### src/rtl/fpu_pkg.sv
// Shared single-precision FPU definitions: field widths, bias, special
// encodings and the iterative-unit FSM state type.
package fpu_pkg;

    localparam int SIGN_W = 1;
    localparam int EXP_W  = 8;
    localparam int FRAC_W = 23;
    localparam int BIAS   = 127;

    localparam logic [31:0] POS_INF  = 32'h7F80_0000;
    localparam logic [31:0] QNAN     = 32'h7FC0_0000;
    localparam logic [31:0] POS_ZERO = 32'h0000_0000;

    typedef enum logic [1:0] {
        IDLE  = 2'd0,
        MUL   = 2'd1,
        ROUND = 2'd2,
        DONE  = 2'd3
    } fpu_state_e;

endpackage

### src/rtl/fpu_round_rne.sv
// Normalises a 48-bit significand product (1.x * 1.x, so the leading one is
// at bit 47 or 46), rounds to nearest-even and produces the biased exponent
// field plus saturation flags. Purely combinational.
module fpu_round_rne
    import fpu_pkg::*;
(
    input  logic [47:0]       prod,
    input  logic signed [9:0] exp_in,   // 2*e_s - bias, before normalisation
    output logic [22:0]       frac,
    output logic [7:0]        exp_out,
    output logic              overflow,
    output logic              underflow
);

    logic [23:0]       sig;
    logic              guard;
    logic              rnd;
    logic              sticky;
    logic              round_up;
    logic [24:0]       sig_rnd;
    logic signed [9:0] e_norm;
    logic signed [9:0] e_final;

    // Normalise, round to nearest-even, fold any rounding carry into the exponent.
    always_comb begin
        // NOTE: every output of a combinational block gets a default first so
        // no path leaves it unassigned, which would infer a latch.
        sig      = prod[46:23];
        guard    = prod[22];
        rnd      = prod[21];
        sticky   = |prod[20:0];
        e_norm   = exp_in;
        frac     = '0;
        e_final  = exp_in;

        if (prod[47]) begin
            sig    = prod[47:24];
            guard  = prod[23];
            rnd    = prod[22];
            sticky = |prod[21:0];
            e_norm = exp_in + 10'sd1;
        end

        // Round up above the halfway point, or at exactly half when LSB is odd.
        round_up = guard & (rnd | sticky | sig[0]);
        sig_rnd  = {1'b0, sig} + {24'd0, round_up};

        if (sig_rnd[24]) begin
            // 1.111..1 rounded up to 10.000..0: fraction is zero, exponent +1.
            frac    = '0;
            e_final = e_norm + 10'sd1;
        end else begin
            frac    = sig_rnd[22:0];
            e_final = e_norm;
        end

        overflow  = (e_final >= 10'sd255);
        underflow = (e_final <= 10'sd0);
        exp_out   = e_final[7:0];
    end

endmodule

### src/rtl/fsquare.sv
// Iterative single-precision squarer: 24 shift-add steps on the significand,
// one rounding cycle, then a held result with valid/ready handshake.
module fsquare
    import fpu_pkg::*;
(
    input  logic        clk,
    input  logic        rstn,
    input  logic        in_valid,
    input  logic [31:0] s,
    output logic        in_ready,
    output logic        out_valid,
    input  logic        out_ready,
    output logic [31:0] d,
    output logic        overflow,
    output logic        underflow
);

    fpu_state_e        state, state_nxt;
    logic [31:0]       s_q;
    logic [4:0]        cnt;
    logic [47:0]       acc;
    logic [47:0]       acc_nxt;
    logic [23:0]       mant;
    logic [47:0]       mant_ext;
    logic signed [9:0] exp_base;
    logic [22:0]       rnd_frac;
    logic [7:0]        rnd_exp;
    logic              rnd_ov;
    logic              rnd_uf;
    logic [31:0]       res_d;
    logic              res_ov;
    logic              res_uf;
    logic              res_sign;
    logic              done_hs;
    logic [31:0]       d_q;
    logic              ov_q;
    logic              uf_q;
    logic              out_valid_q;

    assign mant     = {1'b1, s_q[22:0]};
    assign mant_ext = {24'd0, mant};
    assign acc_nxt  = acc + (mant[cnt] ? (mant_ext << cnt) : 48'd0);
    assign exp_base = $signed({1'b0, s_q[30:23], 1'b0}) - 10'sd127;
    // Sign of s*s is sign^sign, which is always zero.
    assign res_sign = s_q[31] ^ s_q[31];
    assign done_hs  = out_valid_q & out_ready;

    fpu_round_rne u_round (
        .prod      (acc),
        .exp_in    (exp_base),
        .frac      (rnd_frac),
        .exp_out   (rnd_exp),
        .overflow  (rnd_ov),
        .underflow (rnd_uf)
    );

    // State register.
    always_ff @(posedge clk or negedge rstn) begin
        // NOTE: sequential state uses non-blocking assignments so every flop
        // samples pre-edge values regardless of statement order.
        if (!rstn) state <= IDLE;
        else       state <= state_nxt;
    end

    // Next-state logic: accept, 24 multiply steps, round, hold until taken.
    always_comb begin
        state_nxt = state;
        case (state)
            IDLE:  if (in_valid)       state_nxt = MUL;
            MUL:   if (cnt == 5'd23)   state_nxt = ROUND;
            ROUND:                     state_nxt = DONE;
            DONE:  if (done_hs)        state_nxt = IDLE;
            default:                   state_nxt = IDLE;
        endcase
    end

    // Output decode: only IDLE can take a new operand.
    always_comb begin
        in_ready = (state == IDLE);
    end

    // Result selection with special-case priority NaN > inf > zero/denormal > normal.
    always_comb begin
        res_d  = POS_ZERO;
        res_ov = 1'b0;
        res_uf = 1'b0;
        if (s_q[30:23] == 8'hFF && s_q[22:0] != 23'd0) begin
            res_d = QNAN;
        end else if (s_q[30:23] == 8'hFF) begin
            res_d = POS_INF;
        end else if (s_q[30:23] == 8'h00) begin
            res_d = POS_ZERO;
        end else if (rnd_ov) begin
            res_d  = POS_INF;
            res_ov = 1'b1;
        end else if (rnd_uf) begin
            res_d  = POS_ZERO;
            res_uf = 1'b1;
        end else begin
            res_d = {res_sign, rnd_exp, rnd_frac};
        end
    end

    // Datapath: capture operand, accumulate partial products, register result.
    always_ff @(posedge clk or negedge rstn) begin
        if (!rstn) begin
            s_q  <= '0;
            cnt  <= '0;
            acc  <= '0;
            d_q  <= '0;
            ov_q <= 1'b0;
            uf_q <= 1'b0;
        end else begin
            case (state)
                IDLE: if (in_valid) begin
                    s_q <= s;
                    cnt <= '0;
                    acc <= '0;
                end
                MUL: begin
                    acc <= acc_nxt;
                    cnt <= cnt + 5'd1;
                end
                ROUND: begin
                    d_q  <= res_d;
                    ov_q <= res_ov;
                    uf_q <= res_uf;
                end
                default: ;
            endcase
        end
    end

    // out_valid rises on the edge after DONE is entered and drops on the
    // handshake edge, giving a fixed 26-edge accept-to-valid latency.
    always_ff @(posedge clk or negedge rstn) begin
        if (!rstn) out_valid_q <= 1'b0;
        else       out_valid_q <= (state == DONE) && !done_hs;
    end

    assign out_valid = out_valid_q;
    assign d         = d_q;
    assign overflow  = ov_q;
    assign underflow = uf_q;

endmodule

### config.mk
export PLATFORM = sky130hd
export DESIGN_NAME = fsquare
export DESIGN_NICKNAME = d
export VERILOG_FILES = /design/src/rtl/fpu_pkg.sv /design/src/rtl/fpu_round_rne.sv /design/src/rtl/fsquare.sv
export SDC_FILE = /design/constraint.sdc
export NUM_CORES = 1
export LEC_CHECK = 0
export BUFFER_PORTS_ARGS = -buffer_cell sky130_fd_sc_hd__buf_4
export CORE_UTILIZATION = 30
export CTS_BUF_LIST = sky130_fd_sc_hd__clkbuf_8
export DETAILED_ROUTE_END_ITERATION = 8
export HOLD_SLACK_MARGIN = 0.08
export PLACE_DENSITY = 0.47
export RECOVER_POWER = 25
export SLEW_MARGIN = 20
export SYNTH_ARGS = -nofsm -noshare
export SYNTH_HDL_FRONTEND = slang
export SYNTH_SLANG_ARGS = --single-unit
### constraint.sdc
create_clock -name clk -period 4.65 [get_ports clk]
set_input_delay 0.465 -clock clk [delete_from_list [all_inputs] [get_ports clk]]
set_output_delay 0.465 -clock clk [all_outputs]
set_load 0.01 [all_outputs]
Yosys cells after proc, flatten, opt, wreduce, memory -nomap -nowiden --
Cells that the tools add are included. Widths: inputs -> output; s select.
Storage, ports and cells: register bits 121, latch bits 0, bits in writable memories 0, ROM bits 0, input bits 36, output and inout port bits 36, word-level logic and storage cells 74, memories 0
Cells by class: $add $sub $neg 6, multipliers 0, divide/modulo/power cells 0, $lt $le $gt $ge 3, eq/ne operators 8, shift operators 1, muxes and demuxes 32, bitwise logic cells 4, reductions and logical operators 12
Operator list (count):
- $mux 31 | 4
- $mux 48 | 2
- $pmux 48 s2 | 1
- $add 48x48->48 | 1
- $shl 24x5->48 | 1
- $mux 32 | 1
- $add 24x1->25 | 1
- $mux 24 | 1
- $mux 23 | 1
- $reduce_bool 23->1 | 1
- $reduce_or 22->1 | 1
- $reduce_or 21->1 | 1
- $add 10x2->10 const B | 2
- $mux 10 | 2
- $mux 1 | 13
- $ge 10x9->1 const B | 1
- $le 10x1->1 const B | 1
- $pmux 5 s2 | 1
- $sub 9x7->10 const B | 1
- $eq 8x8->1 const B | 1
- $logic_not 8->1 | 1
- $pmux 2 s4 | 1
- $lt 5x6->1 const B | 1
- $mux 2 | 3
- 15 further kinds | 22

Depth between registers and ports, before layout --
depth in word-level cells 13, gate-level depth with buffers 22, gate-level depth less buffers 20

By module --
Synthesis repeated with hierarchy kept, for this count alone.
Unflattened totals: cell total of the unflattened synthesis 1380, area total of the unflattened synthesis 11160.7 µm²
By module, submodules not included:
- fsquare | times used 1, cells an instance 1109, area an instance 9396.5 µm², sequential area each 3002.9 µm²
- fpu_round_rne | times used 1, cells an instance 271, area an instance 1764.2 µm², sequential area each 0.0 µm²

Worst setup path after synthesis --
Ideal clock, no wire load.
path kind register to register, start reg cnt[0], end reg acc[44], setup time 0.122 ns, arrival 4.694 ns, required time 4.528 ns, path slack -0.166 ns, stages on the path, launching flop included 19, buffers on the path 3, clock period less this slack 4.816 ns, path through dfrtp_1 -> clkbuf_1 -> mux4_2 -> o211ai_1 -> and3_1 -> clkbuf_1 -> clkbuf_1 -> nor2_1 -> ha_1 -> a21oi_1 -> o21ai_0 -> a21oi_1 -> nand3_1 -> a211oi_1 -> a211oi_1 -> a41o_1 -> a21o_1 -> a211o_1 -> a32o_1
On the way: cells in the longest elaborated chain, start to end 5, elaborated cells on any way between the ends 6, classes of those cells add/sub: 1; shift: 1; mux: 4
Ends and longest elaborated chain:
- start: declaration | RTL line fsquare.sv:20 | logic [4:0] cnt;
- start signal: assignment | RTL line fsquare.sv:122 | cnt <= cnt + 5'd1;
- $bmux 1 s5 | RTL line fsquare.sv:42 | assign acc_nxt = acc + (mant[cnt] ? (mant_ext << cnt) : 48'd0);
- $mux 1 (implied by the code) | RTL line fsquare.sv:42
- $mux 48 (*) | RTL line fsquare.sv:42
- $add 48x48->48 (*) | RTL line fsquare.sv:42
- $pmux 48 s2 (*) | RTL line fsquare.sv:114 | case (state)
- end signal: assignment | RTL line fsquare.sv:121 | acc <= acc_nxt;
- end: declaration | RTL line fsquare.sv:21 | logic [47:0] acc;
Mark *: on every way between the ends. The rest lies on a longest branch, timed or not. The select of a mux whose other input is x is not followed. A chain may end at the register's enable or synchronous reset.

Final worst setup path --
Same ends and word-level chain as after synthesis.

==> summary.md <==
| Metric | Value |
|---|---|
| Ranking of synthesized cells by area | `dfrtp_1, ha_1, mux2_2` |
| Flop pwr share | `18.5%` |
| Half-perimeter wire length of the detailed placement result | `roughly 24 mm` |
| CTS tree | `done` |
| CP Data Required Time | `5000 ps` |
| Cts hold-fix bufs | `0` |
| Post-Synthesis Mean Instance Area | `8.36 µm²` |
| Adder-cell share of the synthesized area | `7.25%` |
| Max Fanout on Critical Path | `6` |
| Outcome | `finished with violations` |
| Violated checks | `max-capacitance violations, max-slew violations` |
| Warnings from Yosys | `0` |
| Count of flip-flops with a built-in enable after synthesis | `0` |
| Slew at the pin with the worst max-slew slack | `1880 ps` |
| XOR/XNOR share of the synthesized area | `6.92%` |
| Count of TritonRoute iterations in the first routing pass | `6` |
| Pwr dens | `between 800 and 900 nW/µm²` |
| Most instantiated flip-flop cell in the synthesis netlist | `dfrtp_1` |
| Proportion of netlist area held by the largest area contributor | `28.2%` |
| Complex-gate fraction of the synthesized area | `around 23%` |
| Async set-reset flop share out of synthesis | `100%` |
| Share of the clock period used by the worst path after layout | `97.5%` |
| R2R cell count | `18` |
| Critical path startpoint | `cnt[0]$_DFFE_PN0P_` |
| Destination of the worst hold path | `out_valid$_DFF_PN0_` |
| Instance count along the most critical hold path | `2` |
| Overflow after GRT | `0` |
| Crit end category | `register` |
| Sequential cell area fraction in the yosys report | `28.2%` |
| Startpoint of the lowest-slack register-to-register path | `cnt[0]$_DFFE_PN0P_` |
| Reported net switching power | `just over 5000 µW` |
| Yosys reg bits | `120` |
| Ratio of cells with drive above 1 in the final layout | `25.8%` |
| Max Root-Sink Buffers | `2` |
| Die height | `190 µm` |
| Final layout net count | `1511` |
| Post-detailed-route wirelength per cell | `16.5 µm` |
| Number of global-route vias before repair | `9537` |
| Class of the worst hold path | `in -> reg` |
| Routed wire length | `31.0 mm` |
| Antenna violations before repair | `0` |
| Std cell rows | `68` |
| Setup repair after global routing missed its margin | `true` |
| Clk root buf | `clkbuf_8` |
| Share of power burned in the clock network | `between 10 and 15%` |
| Instance count of the mapped netlist | `around 1300` |
| Count of H-tree levels built during CTS | `4` |
| Number of failing setup endpoints in the final timing report | `0` |
| Max_cap viols | `1` |
| CTS Buf Count | `17` |
| Post-layout power | `~11000 µW` |
| Total number of clock tree sinks | `120` |
| Number of vias in the routed layout | `a little under 10000` |
| Kind of critical path | `reg -> reg` |
| Area post-placement | `between 10000 and 15000 µm²` |
| Layout overhead on the synthesized area | `22.2%` |
| Latest clock arrival within the worst-skew pair | `470 ps` |
| Reg2reg setup slack | `110 ps` |
| Post-synthesis mux area share | `about 11%` |
| Initial detailed-routing violation count | `between 500 and 600` |
| Top cell type by total area after synthesis | `dfrtp_1` |
| Global-route wire length before repair | `between 50 and 60 mm` |
| Fin. Hold Viols | `0` |
| P_int | `5570 µW` |
| Antenna cell count | `0` |
| Largest vdd supply drop | `401 µV` |
| Pin count of the biggest net entering global routing | `70` |
| Average vias per placed instance | `5.12` |
| Gpl congestion | `0.853` |
| Count of boundary I/O pins | `72` |
| Port Buffers | `69` |
| Post-layout instance area | `13000 µm²` |
| Fmax | `around 0.22 GHz` |
| Synth Net Count | `1370` |
| Count leader, synth | `nand2_1` |
| Critical path launch point type | `register` |
| Area enclosed by the die boundary | `36200 µm²` |
| Count of different cell masters after synthesis | `79` |
| Net switching fraction of the power | `around 48%` |
| DRC errors left | `0` |
| Combinational family with the most area after synthesis | `compound AO/OA/AOI/OAI gates` |
| Static power due to leakage | `0.00575 µW` |
| CTS clock-pin slew for the worst setup and hold paths | `90 ps` |
| Share of synthesized cell area in and, or, nand and nor gates | `18.9%` |
| Die width | `190 µm` |
| Core Box Area | `approximately 35000 µm²` |
| Final Critical Period | `4540 ps` |
| Final ANT Viol Nets | `0` |
| Worst R2R End | `acc[44]$_DFFE_PN0P_` |
| Leading post-synthesis cells by instance count | `nand2_1, dfrtp_1, nor2_1` |
| Worst-case clock skew | `about 17 ps` |
| Initial core utilization | `30.6%` |
| Hold Crit Start | `out_ready` |
| Worst Path Arrival | `approximately 4900 ps` |
| Portion of total power attributed to combinational logic | `71.3%` |
| Total track usage | `~18%` |
| Final Slew Violations | `70` |
| Slew Limit Headroom | `-25.0%` |
| Synthesized cell area | `between 10000 and 15000 µm²` |
worst max path at each step:
stage,cells after the start,endpoint,slack (ps)
after global placement,19,acc[45]$_DFFE_PN0P_,-130
after detailed placement,18,acc[39]$_DFFE_PN0P_,-190
after global routing,18,acc[44]$_DFFE_PN0P_,-70
after floorplan,18,acc[44]$_DFFE_PN0P_,-40
after CTS,19,acc[44]$_DFFE_PN0P_,30
final,18,acc[44]$_DFFE_PN0P_,110
layout make-up:
class,count,area (µm²)
Tap cell,455,569
Inverter,49,184
Timing Repair Buffer,196,1500
Multi-Input combinational cell,1030,7290
Sequential cell,120,3010
Clock buffer,20,275
Clock inverter,12,173
Fill cell,3609,21700
cells in the final DEF, fill, tap and decap left out, types with 30 or more instances in the layout:
cell / count
nor2_1: 117
xor2_1: 41
dfrtp_1: 118
a21o_1: 30
o21ai_0: 93
mux2_2: 54
ha_1: 58
nand2_1: 127
mux2i_1: 41
xnor2_1: 43
inv_1: 49
buf_4: 192
nand3_1: 36
a21oi_1: 93
worst max-delay path, stage by stage, from the launching register on:
cell and delay (ps):
dfrtp_2 480, buf_4 160, mux4_2 350, nor2_1 40
or4_4 450, and3_2 230, a211oi_1 260, buf_4 170
ha_1 260, nor2b_1 140, o21ai_0 200, nand3_1 150
a211oi_2 260, a211oi_1 80, buf_4 160, a41o_1 290
a21o_1 200, a211o_1 280, a32o_1 250
what timing repair did:
item,in CTS,in global routing
setup endpoints to repair,9,19
buffers inserted,1,2
resized for setup,11,27
pin swaps,1,5
sequential cells by signal, indices dropped and copies added, names as in the netlist:
name       flops
overflow       1
out_valid      1
s_q           31
state          2
underflow      1
d             31
cnt            5
acc           48
per-layer routing:
layer  up-vias  global-route usage [%]  part of all wire (%)
met5         -                       0                     0
met1      4572                    24.3                    51
met2       144                    28.2                    45
li1       4903                       -                     -
met4         0                    4.37                   1.1
met3        18                    2.94                   3.1
cells by family after synthesis:
| kind of cell | count (synthesis) |
|---|---|
| multiplexers | 103 |
| other | 1 |
| AND/OR/NAND/NOR | 411 |
| AO/OA/AOI/OAI | 370 |
| buffers and inverters | 123 |
| adder cells (fa/ha/maj) | 61 |
| flip-flops | 120 |
| XOR/XNOR | 84 |
power groups by stage:
stage	Sequential, µW	Clock [µW]	Combinational, µW
after floorplan	1780	0	4770
after CTS	1980	1120	7450
final	1980	1090	7610
after detailed placement	2000	0	7370
after global routing	2050	1170	8390
after global placement	1990	0	7340
metrics by stage:
stage | setup slack (ps) | hold slack (ps) | setup TNS [ps] | cells | util (%)
finish | 115 | 213 | 0 | 1882 | 37.4
global route | -65.3 | 180 | -131 | 1882 | 37.4
CTS | 32.0 | 145 | 0 | 1880 | 37.1
detailed placement | -190 | 489 | -898 | 1847 | 35.7
global placement | -128 | 487 | -452 | 1847 | 35.7
floorplan | -43.0 | 169 | -43.0 | 1273 | -
Note: power is estimated with default switching activity, not from simulation.
